### config.mk
export PLATFORM = sky130hd
export DESIGN_NAME = flash_bus_responder_flat
export DESIGN_NICKNAME = d
export VERILOG_FILES = /design/src/rtl/flash_bus_responder_pkg.sv /design/src/rtl/flash_bus_responder_if.sv /design/src/rtl/flash_phase_timer.sv /design/src/rtl/flash_bus_responder.sv /design/src/flat_wrapper.sv
export SDC_FILE = /design/constraint.sdc
export NUM_CORES = 1
export LEC_CHECK = 0
export CAP_MARGIN = 5
export CORE_ASPECT_RATIO = 0.7
export CORE_UTILIZATION = 51
export CTS_CLUSTER_DIAMETER = 120
export CTS_CLUSTER_SIZE = 12
export DETAILED_ROUTE_END_ITERATION = 16
export PLACE_DENSITY = 0.84
export SLEW_MARGIN = 40
export SYNTH_ARGS = -nofsm -noshare
export SYNTH_HDL_FRONTEND = slang
export SYNTH_HIERARCHICAL = 1
export SYNTH_SLANG_ARGS = --single-unit
### constraint.sdc
create_clock -name CLK_50MHZ -period 3.01 [get_ports CLK_50MHZ]
set_clock_uncertainty 0.05 [all_clocks]
set_input_delay 0.301 -clock CLK_50MHZ [delete_from_list [all_inputs] [get_ports CLK_50MHZ]]
set_output_delay 0.301 -clock CLK_50MHZ [all_outputs]
set_load 0.01 [all_outputs]
### src/rtl/flash_bus_responder_pkg.sv
// Shared definitions for the manager/flash handshake: flow codes, FSM state
// encoding and default flash timing (cycles of CLK_50MHZ).
package flash_bus_responder_pkg;

    localparam logic FLOW_READ  = 1'b0;
    localparam logic FLOW_WRITE = 1'b1;

    typedef enum logic [2:0] {
        ST_IDLE   = 3'd0,
        ST_SETUP  = 3'd1,
        ST_STROBE = 3'd2,
        ST_HOLD   = 3'd3,
        ST_DONE   = 3'd4
    } fb_state_e;

    localparam int DEF_T_SETUP = 1;
    localparam int DEF_T_RD    = 5;
    localparam int DEF_T_WR    = 4;
    localparam int DEF_T_HOLD  = 1;

    function automatic int max4(input int a, input int b, input int c, input int d);
        int m;
        m = a;
        if (b > m) m = b;
        if (c > m) m = c;
        if (d > m) m = d;
        return m;
    endfunction

endpackage

### src/rtl/flash_bus_responder_if.sv
// Manager-facing request/completion bundle of the flash responder.
interface flash_bus_responder_if #(
    parameter int ADDR_W = 8,
    parameter int DATA_W = 8
);
    import flash_bus_responder_pkg::*;

    // fb_start requests an access and is honoured only while the responder is
    // idle (fb_busy low); flow/addr/wdata are taken on that same edge. Every
    // accepted request ends with exactly one fb_done pulse; fl_rdata is valid
    // from that pulse until the next read completes.
    logic              fb_start;
    logic              fl_flow;
    logic [ADDR_W-1:0] fl_addr;
    logic [DATA_W-1:0] fl_wdata;
    logic [DATA_W-1:0] fl_rdata;
    logic              fb_done;
    logic              fb_busy;
    fb_state_e         state;

    modport master (
        output fb_start, fl_flow, fl_addr, fl_wdata,
        input  fl_rdata, fb_done, fb_busy, state
    );

    modport slave (
        input  fb_start, fl_flow, fl_addr, fl_wdata,
        output fl_rdata, fb_done, fb_busy, state
    );

endinterface

### src/rtl/flash_phase_timer.sv
// Loadable down-counter that times each flash phase; zero marks the last
// cycle of the current phase.
module flash_phase_timer #(
    parameter int CNT_W = 3
) (
    input  logic             clk,
    input  logic             rst,
    input  logic             load,
    input  logic [CNT_W-1:0] load_val,
    output logic             zero
);

    logic [CNT_W-1:0] cnt;

    always_ff @(posedge clk or posedge rst) begin
        if (rst) begin
            cnt <= '0;
        end else if (load) begin
            cnt <= load_val;
        end else if (cnt != '0) begin
            cnt <= cnt - 1'b1;
        end
    end

    assign zero = (cnt == '0);

endmodule

### src/rtl/flash_bus_responder.sv
// Runs one timed CE#/OE#/WE# access on an asynchronous parallel flash per
// manager request and returns the read byte with a one-cycle fb_done.
module flash_bus_responder
    import flash_bus_responder_pkg::*;
#(
    parameter int ADDR_W  = 8,
    parameter int DATA_W  = 8,
    parameter int T_SETUP = DEF_T_SETUP,
    parameter int T_RD    = DEF_T_RD,
    parameter int T_WR    = DEF_T_WR,
    parameter int T_HOLD  = DEF_T_HOLD
) (
    input  logic                  CLK_50MHZ,
    input  logic                  RST,
    flash_bus_responder_if.slave  bus,
    output logic [ADDR_W-1:0]     mem_addr,
    output logic [DATA_W-1:0]     mem_dq_o,
    output logic                  mem_dq_oe,
    input  logic [DATA_W-1:0]     mem_dq_i,
    output logic                  mem_ce_n,
    output logic                  mem_oe_n,
    output logic                  mem_we_n
);

    localparam int CNT_W = $clog2(max4(T_SETUP, T_RD, T_WR, T_HOLD) + 1);
    localparam logic [CNT_W-1:0] LD_SETUP = CNT_W'(T_SETUP - 1);
    localparam logic [CNT_W-1:0] LD_RD    = CNT_W'(T_RD - 1);
    localparam logic [CNT_W-1:0] LD_WR    = CNT_W'(T_WR - 1);
    localparam logic [CNT_W-1:0] LD_HOLD  = CNT_W'(T_HOLD - 1);

    fb_state_e         state, state_next;
    logic              accept;
    logic              ld;
    logic [CNT_W-1:0]  ld_val;
    logic              t_zero;

    logic              flow_q, flow_n;
    logic [ADDR_W-1:0] addr_q, addr_n;
    logic [DATA_W-1:0] wdata_q, wdata_n;
    logic [DATA_W-1:0] rdata_q;
    logic              done_q, busy_q;
    logic              active_n;

    flash_phase_timer #(.CNT_W(CNT_W)) u_timer (
        .clk      (CLK_50MHZ),
        .rst      (RST),
        .load     (ld),
        .load_val (ld_val),
        .zero     (t_zero)
    );

    always_comb begin
        state_next = state;
        accept     = 1'b0;
        ld         = 1'b0;
        ld_val     = '0;
        unique case (state)
            ST_IDLE: begin
                if (bus.fb_start) begin
                    accept     = 1'b1;
                    state_next = ST_SETUP;
                    ld         = 1'b1;
                    ld_val     = LD_SETUP;
                end
            end
            ST_SETUP: begin
                if (t_zero) begin
                    state_next = ST_STROBE;
                    ld         = 1'b1;
                    ld_val     = (flow_q == FLOW_WRITE) ? LD_WR : LD_RD;
                end
            end
            ST_STROBE: begin
                if (t_zero) begin
                    state_next = ST_HOLD;
                    ld         = 1'b1;
                    ld_val     = LD_HOLD;
                end
            end
            ST_HOLD: begin
                if (t_zero) state_next = ST_DONE;
            end
            ST_DONE: state_next = ST_IDLE;
            default: state_next = ST_IDLE;
        endcase
    end

    // Pin registers are loaded from the next-cycle view so every flash strobe
    // changes on a clock edge together with the state it belongs to.
    assign flow_n   = accept ? bus.fl_flow  : flow_q;
    assign addr_n   = accept ? bus.fl_addr  : addr_q;
    assign wdata_n  = accept ? bus.fl_wdata : wdata_q;
    assign active_n = (state_next == ST_SETUP) || (state_next == ST_STROBE) ||
                      (state_next == ST_HOLD);

    always_ff @(posedge CLK_50MHZ or posedge RST) begin
        if (RST) begin
            state     <= ST_IDLE;
            flow_q    <= FLOW_READ;
            addr_q    <= '0;
            wdata_q   <= '0;
            rdata_q   <= '0;
            done_q    <= 1'b0;
            busy_q    <= 1'b0;
            mem_addr  <= '0;
            mem_dq_o  <= '0;
            mem_dq_oe <= 1'b0;
            mem_ce_n  <= 1'b1;
            mem_oe_n  <= 1'b1;
            mem_we_n  <= 1'b1;
        end else begin
            state <= state_next;
            if (accept) begin
                flow_q  <= bus.fl_flow;
                addr_q  <= bus.fl_addr;
                wdata_q <= bus.fl_wdata;
            end
            done_q    <= (state_next == ST_DONE);
            busy_q    <= (state_next != ST_IDLE);
            mem_ce_n  <= !active_n;
            mem_oe_n  <= !((state_next == ST_STROBE) && (flow_n == FLOW_READ));
            mem_we_n  <= !((state_next == ST_STROBE) && (flow_n == FLOW_WRITE));
            mem_dq_oe <= active_n && (flow_n == FLOW_WRITE);
            if (active_n) mem_addr <= addr_n;
            if (active_n && (flow_n == FLOW_WRITE)) mem_dq_o <= wdata_n;
            if ((state == ST_STROBE) && t_zero && (flow_q == FLOW_READ)) begin
                rdata_q <= mem_dq_i;
            end
        end
    end

    assign bus.fl_rdata = rdata_q;
    assign bus.fb_done  = done_q;
    assign bus.fb_busy  = busy_q;
    assign bus.state    = state;

endmodule
### src/flat_wrapper.sv
// flat-port wrapper written by rule: the top's interface ports become plain ports
module flash_bus_responder_flat import flash_bus_responder_pkg::*;
#(
    parameter int ADDR_W  = 8,
    parameter int DATA_W  = 8,
    parameter int T_SETUP = DEF_T_SETUP,
    parameter int T_RD    = DEF_T_RD,
    parameter int T_WR    = DEF_T_WR,
    parameter int T_HOLD  = DEF_T_HOLD
)
  (CLK_50MHZ, RST, mem_addr, mem_dq_o, mem_dq_oe, mem_dq_i, mem_ce_n, mem_oe_n, mem_we_n, bus_fb_start, bus_fl_flow, bus_fl_addr, bus_fl_wdata, bus_fl_rdata, bus_fb_done, bus_fb_busy, bus_state);
  flash_bus_responder_if #(.ADDR_W(ADDR_W), .DATA_W(DATA_W)) bus_i ();
  input  logic CLK_50MHZ;
  input  logic RST;
  output logic [ADDR_W-1:0] mem_addr;
  output logic [DATA_W-1:0] mem_dq_o;
  output logic mem_dq_oe;
  input  logic [DATA_W-1:0] mem_dq_i;
  output logic mem_ce_n;
  output logic mem_oe_n;
  output logic mem_we_n;
  input wire logic [$bits(bus_i.fb_start)-1:0] bus_fb_start;
  input wire logic [$bits(bus_i.fl_flow)-1:0] bus_fl_flow;
  input wire logic [$bits(bus_i.fl_addr)-1:0] bus_fl_addr;
  input wire logic [$bits(bus_i.fl_wdata)-1:0] bus_fl_wdata;
  output wire logic [$bits(bus_i.fl_rdata)-1:0] bus_fl_rdata;
  output wire logic [$bits(bus_i.fb_done)-1:0] bus_fb_done;
  output wire logic [$bits(bus_i.fb_busy)-1:0] bus_fb_busy;
  output wire logic [$bits(bus_i.state)-1:0] bus_state;
  assign bus_i.fb_start = bus_fb_start;
  assign bus_i.fl_flow = bus_fl_flow;
  assign bus_i.fl_addr = bus_fl_addr;
  assign bus_i.fl_wdata = bus_fl_wdata;
  assign bus_fl_rdata = bus_i.fl_rdata;
  assign bus_fb_done = bus_i.fb_done;
  assign bus_fb_busy = bus_i.fb_busy;
  assign bus_state = bus_i.state;
  flash_bus_responder #(.ADDR_W(ADDR_W), .DATA_W(DATA_W), .T_SETUP(T_SETUP), .T_RD(T_RD), .T_WR(T_WR), .T_HOLD(T_HOLD)) u_core (.CLK_50MHZ(CLK_50MHZ), .RST(RST), .bus(bus_i), .mem_addr(mem_addr), .mem_dq_o(mem_dq_o), .mem_dq_oe(mem_dq_oe), .mem_dq_i(mem_dq_i), .mem_ce_n(mem_ce_n), .mem_oe_n(mem_oe_n), .mem_we_n(mem_we_n));
endmodule
==> flow_summary.yaml <==
synthesis:
  synth_flop_cell: "dfrtp_1"
  synthXorXnorAreaFrac_pct: 0.395
  synthesis.area_mm2: 0.00222
  synth_mux_area_share_pct: 22.5
  yosysTopAreaCell: "dfrtp_1"
  yosysMostFrequentCell: "dfrtp_1"
  netlist.area_leader.share_pct: 56.4
  seq_area_frac_synth_pct: 59.9
  synth-compound-area-share_pct: 3.55
  synth_area_per_cell_um2: 14.7
  async_flop_share_pct: 100
  synthTopCellsByArea: "dfrtp_1, mux2_2, mux2_4, mux2_1, dfstp_2"
  synth_commonest_cells: "dfrtp_1, mux2_2, mux2_1, mux2_4, inv_1"
  yosys.area_share.simple_pct: 9.13
  ys_types: 33
  synth_top_family_by_area: "multiplexers"
  synth_warnings: 6
  synth_edf_count: 0
  syn_nets: 181
  synth-seq-cells: 53
  syn_inst: 151
  synthAdderAreaFrac_pct: 1.13
cells_and_area:
  final_cell_area_mm2: 0.00297
  nets: 242
  drive_above_1_share_pct: 21.6
  diodes: 0
  area_delta_synth_final_pct: 33.7
  fillCellCount: 260
worst_setup_path:
  arrival_ps: 2360
  required_ps: 3150
  cp-end-kind: "flip-flop"
  start_kind: "flip-flop"
  cp_cell_sequence: "inv_1 > ha_1 > nand2b_1 > inv_1 > a31oi_1 > a21boi_2 > mux2_2"
  crit_fanout: 9
  critPathLaunch: "u_core/u_timer/cnt[0]"
  setup.worst_path.end: "u_core/mem_dq_o[1]"
  rr_worst_depth: 7
  cp_slowest_stage_delay_ps: 490
  cpMostUsedCell: "inv_1"
  critPathKind: "reg2reg"
  reg2reg_to: "u_core/mem_dq_o[1]"
  slowest_stage: "a21boi_2"
  r2r_slack_ps: 790
  r2r-start: "u_core/u_timer/cnt[0]"
clocking:
  cts_tree: "done"
  cts_resized: 0
  cts.path.max_buffers: 2
  cts_root_buffer: "clkbuf_8"
  cts_made_buffers: 5
  clock_latency_ps: 300
  clkTransAtPathRegs_ps: 80
  cts.sinks: 53
  post_cts.repair.setup_buffers: 0
  ctsHoldBuffers: 0
  h-tree-depth: 2
place:
  globalplace.congestion: 0.878
  placed_area_mm2: 0.00285
  dp_hpwl_um: 3060
  io_buffers: 60
global_route:
  grt_pass1_wl_um: 7330
  grt_max_degree: 51
  overflow: 0
  grt_pass1_vias: 1506
  antenna_found_initial: 0
  gr-usage-all-layers_pct: 21.6
routing:
  firstDrtPassIters: 3
  routed_wl_um: 4380
  dr.first_iter.drc_count: 68
  ant_nets: 0
  wl_per_cell_um: 16.5
  viasPerCell: 5.18
  drcViolationCount: 0
  vias: 1373
timing:
  max_freq_mhz: 450
  tightest_slew_ps: 584
  rsz0062_at_grt: "false"
  final_hold_viol_count: 0
  drv_slew: 0
  finalCriticalPeriod_ps: 2220
  slew_headroom_pct: 61.0
  timing.final.crit_share_pct: 73.8
  hold_ws_ps: 205
  setup_tns_ps: 0
  finalSetupViolations: 0
power:
  p_per_area_mw_per_mm2: 1090
  p_total_uw: 3240
  leakagePower_uw: 0.00127
  max-vdd-ir-drop_mv: 0.633
min_path:
  worstHoldPathType: "in2async"
floorplan:
  design.core.area_mm2: 0.00404
  dieArea_mm2: 0.00462
  die_w_um: 80.9
  start_util_pct: 54.9
  ios: 61
  rows: 19
  die_y_um: 57.2
run_status:
  status: "complete, no violations"
job:
  drv_cap: 0
## routing by layer
metal  vias up  track usage, %  wire, um
met2        43            35.9      2100
met1       669            27.4      1930
met3         7            5.44       272
li1        654               -         -
met4         0            8.42        72
met5         -               0         0
## cells by family (layout without fill, tap and decap cells)
logic type	count (synthesis)	in the layout
AOI/OAI and AO/OA	11	11
adders and majority gates	2	2
DFF	53	53
and+or+nand+nor	28	28
buffers and inverters	15	77
xor gates and xnor gates	1	1
muxes	41	41
## per-stage QoR
step / cells / setup WS [ps] / util [%]
6_report: 265 / 788 / 73.4
5_1_grt: 265 / 589 / 73.4
4_1_cts: 265 / 820 / 73.4
3_5_place_dp: 257 / 746 / 70.5
3_3_place_gp: 257 / 831 / 70.5
2_1_floorplan: 151 / 997 / -
## worst max-delay path: cells and delay by family, from the launching register on
kind | cells | cell delay, ps
compound gates | 2 | 700
fa+ha+maj | 1 | 230
buf+inv | 2 | 210
flops | 1 | 390
mux | 1 | 400
simple gates | 1 | 120
## area by class of cell
type / count / area [um2] / share of cell area, %
flip-flops and latches: 53 / 1330 / 44.8
multi-input cells: 83 / 815 / 27.5
repair buffers: 61 / 608 / 20.5
clock buffers: 7 / 86.3 / 2.91
well taps: 52 / 65.1 / 2.19
inverters: 8 / 32.5 / 1.10
clock inverters: 1 / 30.0 / 1.01
## sequential cells by signal (all words and copies together) (netlist names), 3 cells and up
name / flops
u_core/addr_q: 8
u_core/bus.fl_rdata: 8
u_core/bus.state: 3
u_core/mem_addr: 8
u_core/mem_dq_o: 8
u_core/u_timer/cnt: 3
u_core/wdata_q: 8
## power breakdown
part           total [uW]  switching [uW]  internal (uW)
sequential           1300             221           1080
combinational        1450             577            873
clock                 489             218            271
## worst min-delay path by stage
stage	startpoint	end	cells past startpoint
after detailed placement	u_core/mem_addr[5]	u_core/mem_addr[5]	1
final	RST	u_core/u_timer/cnt[2]	2
after global routing	RST	u_core/u_timer/cnt[0]	2
after CTS	RST	u_core/u_timer/cnt[2]	2
after global placement	u_core/mem_dq_o[6]	u_core/mem_dq_o[6]	1
after floorplan	RST	u_core/u_timer/cnt[0]	1
## layout by cell type (no fill, tap or decap), types with 2 or more instances in the layout
cell type | netlist | layout
nor3b_1 | 2 | 2
mux2_2 | 21 | 21
dfrtp_1 | 50 | 50
nor2b_1 | 3 | 3
clkdlybuf4s50_1 | 0 | 60
nand2_1 | 4 | 4
dfstp_2 | 3 | 3
nor4b_1 | 3 | 3
mux2_4 | 10 | 10
nand3b_1 | 2 | 2
a31oi_1 | 3 | 3
a21oi_1 | 2 | 2
mux2_1 | 10 | 10
ha_1 | 2 | 2
nor2_1 | 3 | 3
nand2b_1 | 3 | 3
or3b_1 | 2 | 2
inv_1 | 8 | 7
clkbuf_8 | 0 | 6
Power figures use the tool's default switching activity.
